### src/rtl/mem_arbiter_if.sv
// Bus bundle between the fetch/data requesters, the arbiter and the RAM.
// master is the arbiter's view; slave is the surrounding system's view.
interface mem_arbiter_if;
  logic        imemREN;
  logic [31:0] imemaddr;
  logic [31:0] imemload;
  logic        iready;
  logic        dmemREN;
  logic        dmemWEN;
  logic [31:0] dmemaddr;
  logic [31:0] dmemstore;
  logic [31:0] dmemload;
  logic        dready;
  logic        err;
  logic        ramREN;
  logic        ramWEN;
  logic [31:0] ramaddr;
  logic [31:0] ramstore;
  logic [31:0] ramload;
  logic        busy_o;

  modport master (
    input  imemREN, imemaddr,
    input  dmemREN, dmemWEN, dmemaddr, dmemstore,
    input  ramload, busy_o,
    output imemload, iready,
    output dmemload, dready, err,
    output ramREN, ramWEN, ramaddr, ramstore
  );

  modport slave (
    output imemREN, imemaddr,
    output dmemREN, dmemWEN, dmemaddr, dmemstore,
    output ramload, busy_o,
    input  imemload, iready,
    input  dmemload, dready, err,
    input  ramREN, ramWEN, ramaddr, ramstore
  );
endinterface

### src/rtl/mem_arbiter.sv
// Fetch/data arbiter for the shared single-ported RAM.
// Data wins unless fetch has starved; hung accesses time out with an error.
module mem_arbiter #(
  parameter int          STARVE_LIMIT = 4,
  parameter int          TIMEOUT      = 64,
  parameter logic [31:0] ERR_WORD     = 32'hDEADBEEF
) (
  input  logic          CLK,
  input  logic          nRST,
  mem_arbiter_if.master bus
);

  localparam int SW = $clog2(STARVE_LIMIT + 1);
  localparam int TW = $clog2(TIMEOUT + 1);

  typedef enum logic [2:0] {
    IDLE, I_RD, D_RD, D_WR, RESP
  } state_t;

  state_t        state, next;
  logic [31:0]   addr_q, store_q;
  logic          port_d;
  logic          abort_q;
  logic [SW-1:0] starve_cnt;
  logic [TW-1:0] timer;

  logic dreq, force_i;
  logic grant_d, grant_i;
  logic access, abort_now, fin;

  assign dreq      = bus.dmemREN | bus.dmemWEN;
  assign force_i   = bus.imemREN &&
                     (starve_cnt == SW'(STARVE_LIMIT));
  assign access    = (state == I_RD) ||
                     (state == D_RD) ||
                     (state == D_WR);
  assign abort_now = bus.busy_o &&
                     (timer == TW'(TIMEOUT - 1));
  assign fin       = !bus.busy_o || abort_now;

  assign bus.ramaddr  = addr_q;
  assign bus.ramstore = store_q;

  always_comb begin
    next       = state;
    grant_d    = 1'b0;
    grant_i    = 1'b0;
    bus.ramREN = 1'b0;
    bus.ramWEN = 1'b0;
    bus.iready = 1'b0;
    bus.dready = 1'b0;
    bus.err    = 1'b0;
    unique case (state)
      IDLE: begin
        if (dreq && !force_i) begin
          grant_d = 1'b1;
          next    = bus.dmemWEN ? D_WR : D_RD;
        end else if (bus.imemREN) begin
          grant_i = 1'b1;
          next    = I_RD;
        end
      end
      I_RD, D_RD: begin
        bus.ramREN = 1'b1;
        if (fin) next = RESP;
      end
      D_WR: begin
        bus.ramWEN = 1'b1;
        if (fin) next = RESP;
      end
      RESP: begin
        bus.iready = !port_d;
        bus.dready = port_d;
        bus.err    = abort_q;
        next       = IDLE;
      end
      default: next = IDLE;
    endcase
  end

  always_ff @(posedge CLK or negedge nRST) begin
    if (!nRST) begin
      state <= IDLE;
    end else begin
      state <= next;
    end
  end

  always_ff @(posedge CLK or negedge nRST) begin
    if (!nRST) begin
      addr_q       <= '0;
      store_q      <= '0;
      port_d       <= 1'b0;
      abort_q      <= 1'b0;
      starve_cnt   <= '0;
      timer        <= '0;
      bus.imemload <= '0;
      bus.dmemload <= '0;
    end else begin
      if (grant_d) begin
        addr_q  <= bus.dmemaddr;
        port_d  <= 1'b1;
        abort_q <= 1'b0;
        timer   <= '0;
        if (bus.dmemWEN) store_q <= bus.dmemstore;
        // Count only grants that actually made a fetch wait.
        if (!bus.imemREN)
          starve_cnt <= '0;
        else if (starve_cnt != SW'(STARVE_LIMIT))
          starve_cnt <= starve_cnt + SW'(1);
      end else if (grant_i) begin
        addr_q     <= bus.imemaddr;
        port_d     <= 1'b0;
        abort_q    <= 1'b0;
        timer      <= '0;
        starve_cnt <= '0;
      end
      if (access) begin
        if (bus.busy_o) timer <= timer + TW'(1);
        if (abort_now) abort_q <= 1'b1;
        if (state == I_RD && fin)
          bus.imemload <= abort_now ? ERR_WORD : bus.ramload;
        if (state == D_RD && fin)
          bus.dmemload <= abort_now ? ERR_WORD : bus.ramload;
      end
    end
  end

endmodule
### src/flat_wrapper.sv
// flat-port wrapper written by rule: the top's interface ports become plain ports
module mem_arbiter_flat 
#(
  parameter int          STARVE_LIMIT = 4,
  parameter int          TIMEOUT      = 64,
  parameter logic [31:0] ERR_WORD     = 32'hDEADBEEF
)
  (CLK, nRST, bus_imemREN, bus_imemaddr, bus_dmemREN, bus_dmemWEN, bus_dmemaddr, bus_dmemstore, bus_ramload, bus_busy_o, bus_imemload, bus_iready, bus_dmemload, bus_dready, bus_err, bus_ramREN, bus_ramWEN, bus_ramaddr, bus_ramstore);
  mem_arbiter_if bus_i ();
  input  logic CLK;
  input  logic nRST;
  input wire logic [$bits(bus_i.imemREN)-1:0] bus_imemREN;
  input wire logic [$bits(bus_i.imemaddr)-1:0] bus_imemaddr;
  input wire logic [$bits(bus_i.dmemREN)-1:0] bus_dmemREN;
  input wire logic [$bits(bus_i.dmemWEN)-1:0] bus_dmemWEN;
  input wire logic [$bits(bus_i.dmemaddr)-1:0] bus_dmemaddr;
  input wire logic [$bits(bus_i.dmemstore)-1:0] bus_dmemstore;
  input wire logic [$bits(bus_i.ramload)-1:0] bus_ramload;
  input wire logic [$bits(bus_i.busy_o)-1:0] bus_busy_o;
  output wire logic [$bits(bus_i.imemload)-1:0] bus_imemload;
  output wire logic [$bits(bus_i.iready)-1:0] bus_iready;
  output wire logic [$bits(bus_i.dmemload)-1:0] bus_dmemload;
  output wire logic [$bits(bus_i.dready)-1:0] bus_dready;
  output wire logic [$bits(bus_i.err)-1:0] bus_err;
  output wire logic [$bits(bus_i.ramREN)-1:0] bus_ramREN;
  output wire logic [$bits(bus_i.ramWEN)-1:0] bus_ramWEN;
  output wire logic [$bits(bus_i.ramaddr)-1:0] bus_ramaddr;
  output wire logic [$bits(bus_i.ramstore)-1:0] bus_ramstore;
  assign bus_i.imemREN = bus_imemREN;
  assign bus_i.imemaddr = bus_imemaddr;
  assign bus_i.dmemREN = bus_dmemREN;
  assign bus_i.dmemWEN = bus_dmemWEN;
  assign bus_i.dmemaddr = bus_dmemaddr;
  assign bus_i.dmemstore = bus_dmemstore;
  assign bus_i.ramload = bus_ramload;
  assign bus_i.busy_o = bus_busy_o;
  assign bus_imemload = bus_i.imemload;
  assign bus_iready = bus_i.iready;
  assign bus_dmemload = bus_i.dmemload;
  assign bus_dready = bus_i.dready;
  assign bus_err = bus_i.err;
  assign bus_ramREN = bus_i.ramREN;
  assign bus_ramWEN = bus_i.ramWEN;
  assign bus_ramaddr = bus_i.ramaddr;
  assign bus_ramstore = bus_i.ramstore;
  mem_arbiter #(.STARVE_LIMIT(STARVE_LIMIT), .TIMEOUT(TIMEOUT), .ERR_WORD(ERR_WORD)) u_core (.CLK(CLK), .nRST(nRST), .bus(bus_i));
endmodule
### config.mk
export PLATFORM = sky130hd
export DESIGN_NAME = mem_arbiter_flat
export DESIGN_NICKNAME = d
export VERILOG_FILES = /design/src/rtl/mem_arbiter_if.sv /design/src/rtl/mem_arbiter.sv /design/src/flat_wrapper.sv
export SDC_FILE = /design/constraint.sdc
export NUM_CORES = 1
export LEC_CHECK = 0
export ABC_CLOCK_PERIOD_IN_PS = 4900
export BUFFER_PORTS_ARGS = -buffer_cell sky130_fd_sc_hd__buf_2
export CORE_AREA = 8 8 128 118
export DETAILED_ROUTE_END_ITERATION = 12
export DIE_AREA = 0 0 136 126
export GPL_TIMING_DRIVEN = 1
export PLACE_DENSITY_LB_ADDON = 0.15
export SYNTH_ARGS = -nofsm -noshare
export SYNTH_HDL_FRONTEND = slang
export SYNTH_SLANG_ARGS = --single-unit
### constraint.sdc
create_clock -name CLK -period 4.9 [get_ports CLK]
set_clock_uncertainty 0.1 [all_clocks]
set_input_delay 0.245 -clock CLK [delete_from_list [all_inputs] [get_ports CLK]]
set_output_delay 0.245 -clock CLK [all_outputs]
set_load 0.05 [all_outputs]
==> results_dict.tcl <==
set metrics [dict create \
    outcome "completed" \
    fill_cells 980 \
    tns_ns 0 \
    grt_max_degree 94 \
    vias_per_cell 5.14 \
    yosysTopAreaCellShare_pct 63.1 \
    reg2reg_from "u_core.state[1]" \
    routed_wirelength_mm 18.5 \
    numCtsBuffers 17 \
    cts_tree "built" \
    htreeDepth 4 \
    post-route-drc-count 0 \
    synth_flop_cell "dfrtp_1" \
    worstRegToRegCells 4 \
    ir_drop_mv 0.437 \
    dpl.hpwl_mm 12.7 \
    synth-seq-area-share_pct 63.1 \
    dp_slack_ns 2.47 \
    synth_edf_count 0 \
    final_cell_count_no_fill 1010 \
    antenna_left 0 \
    start_kind "flip-flop" \
    worst_hold_path.endpoint "u_core.bus.ramaddr[12]" \
    grt_pass1_vias 5568 \
    nets 963 \
    synth-seq-cells 143 \
    synth_cell_types 38 \
    numPlacedInstances 878 \
    yosys_warnings 0 \
    fin_ws_ns 2.41 \
    grt-ovfl-total 0 \
    clkSinkCount 143 \
    setup.worst_path.class "flip-flop to flip-flop" \
    detail_route.iter0.violations 228 \
    post_dp_cell_area_mm2 0.00711 \
    finalSetupViolations 0 \
    max_freq_ghz 0.402 \
    power_density_mw_per_mm2 829 \
    post_drt_wl_per_cell_um 18.4 \
    hold_depth 3 \
    synth.avg_cell_area_um2 12.0 \
    synth_nets 608 \
    hold_class "primary input to flip-flop" \
    place_congestion 0.745 \
    core_area_mm2 0.0130 \
    worst_pin_slew_ns 1.30 \
    cts-root-buf "clkbuf_16" \
    antenna_found_initial 3 \
    routed-via-count 5192 \
    critPathMaxFanout 33 \
    timing.final.crit_share_pct 50.8 \
    synth_top_area_cell "dfrtp_1" \
    slew_headroom_pct 12.8 \
    port_buffers 266 \
    die_area_mm2 0.0171 \
    reg2reg_slack_ns 2.41 \
    final_max_slew_viol_count 0 \
    grt_use_total_pct 21.3 \
    rsz0062_at_grt "no" \
    die_width_um 136 \
    r2r_end "u_core.bus.ramaddr[11]" \
    async_reset_ff_share_pct 100 \
    crit_path_end_kind "flip-flop" \
    ys_top_cells_by_area "dfrtp_1 63%, o22a_1 7.4%, mux2_2 6.8%" \
    area_delta_synth_final_pct 53.8 \
    ctsLongestPathBuffers 2 \
    io_pins 267 \
    yosysMostFrequentCell "dfrtp_1" \
    worstHoldStart "bus_dmemaddr[12]" \
    cts_resized 0 \
    synth_cells 471 \
    timing.max_cap.violations 0 \
    start_util_pct 43.6 \
    clk_pin_slew_ns 0.06 \
    synth_area_mm2 0.00567 \
    grt_first_pass_wirelength_mm 28.9 \
    synthTopCellsByCount "143 x dfrtp_1, 64 x a21oi_1, 48 x o22a_1" \
    die_y_um 126 \
    rows 40 \
    required_ns 5.09 \
    power.total_mw 7.23 \
    period_minus_slack_ns 2.49 \
    leakage_nw 4.17 \
    drt-pass1-iter-count 4 \
    final_area_mm2 0.00872 \
    hold_viol 0 \
    drive_gt1_share_pct 41.0 \
    cp.arrival_ns 2.68 \
    clock_latency_ns 0.41 \
]
==> cell usage in the layout, fill, tap and decap left out, types with 3 or more instances in the layout <==
master         count
buf_2            265
dfrtp_1          143
dlygate4sd3_1     97
a21oi_1           64
o22a_1            48
nor2_1            41
nand2_1           41
mux2_2            34
a22o_1            20
clkbuf_16         17
nand3_1            7
or2_2              4
bufinv_16          4
buf_4              4
diode_2            3
inv_1              3
and3_1             3
ha_1               3
inv_6              3
==> cells by family (layout without fill, tap and decap cells) <==
family,after synthesis,after routing,share of synthesized area (%)
AO/OA/AOI/OAI,147,147,18.1
XOR/XNOR,2,2,0.309
adder cells (fa/ha/maj),3,3,0.662
buffers and inverters,34,402,2.87
flip-flops,143,143,63.1
multiplexers,34,34,6.75
other,0,3,0
AND/OR/NAND/NOR,108,108,8.18
==> flip-flops by register name, summed over array words and instances (netlist names) <==
name	count
u_core.port_d	1
u_core.starve_cnt	3
u_core.bus.imemload	32
u_core.timer	7
u_core.bus.ramstore	32
u_core.state	3
u_core.abort_q	1
u_core.bus.dmemload	32
u_core.bus.ramaddr	32
==> worst max-delay path, cell delays in order, from the launching register on <==
cell	delay, ns
dfrtp_1	0.44
nor3_2	0.37
nand3_1	0.98
nand2_1	0.37
a21oi_1	0.10
==> where the power goes <==
| group | internal [mW] | leakage [nW] | switching, mW |
|---|---|---|---|
| registers | 1.73 | 1.65 | 0.304 |
| clock network | 0.884 | 0.311 | 0.489 |
| logic | 1.00 | 2.21 | 2.83 |
==> layout make-up <==
cell class	count	area (um^2)	share of cell area (%)
flip-flops and latches	143	3580	41.0
repair buffers	367	2340	26.8
multi-input cells	294	1940	22.2
clock buffers	20	457	5.24
well taps	168	210	2.41
clock inverters	12	181	2.08
inverters	3	11.3	0.129
diodes	3	7.51	0.0861
==> layer usage <==
layer | track usage, % | wire (um)
met1 | 23.9 | 7160
met2 | 34.9 | 8940
met3 | 9.02 | 2010
met4 | 9.04 | 405
met5 | 0 | 22
==> what timing repair did <==
action,CTS,global route
setup buffers,0,0
hold buffers,97,0
hold endpoints to repair,217,0
==> how the worst max path moves through the flow <==
stage / end / cells after the start / start
2_1_floorplan: u_core.bus.dmemload[14] / 6 / u_core.timer[0]
3_3_place_gp: u_core.bus.ramaddr[29] / 4 / u_core.state[1]
3_5_place_dp: u_core.bus.ramaddr[0] / 4 / u_core.state[1]
4_1_cts: u_core.bus.ramaddr[0] / 4 / u_core.state[1]
5_1_grt: u_core.bus.ramaddr[11] / 4 / u_core.state[1]
6_report: u_core.bus.ramaddr[11] / 4 / u_core.state[1]
==> metrics by stage <==
| stage | hold slack [ns] | utilization, % |
|---|---|---|
| after detailed placement | 0.283 | 54.6 |
| after global placement | 0.278 | 54.6 |
| after CTS | 0.00862 | 67.0 |
| after floorplan | -0.151 | - |
| final | 0.0247 | 67.0 |
| after global routing | 0.00836 | 67.0 |
(Power assumes the default switching activity.)
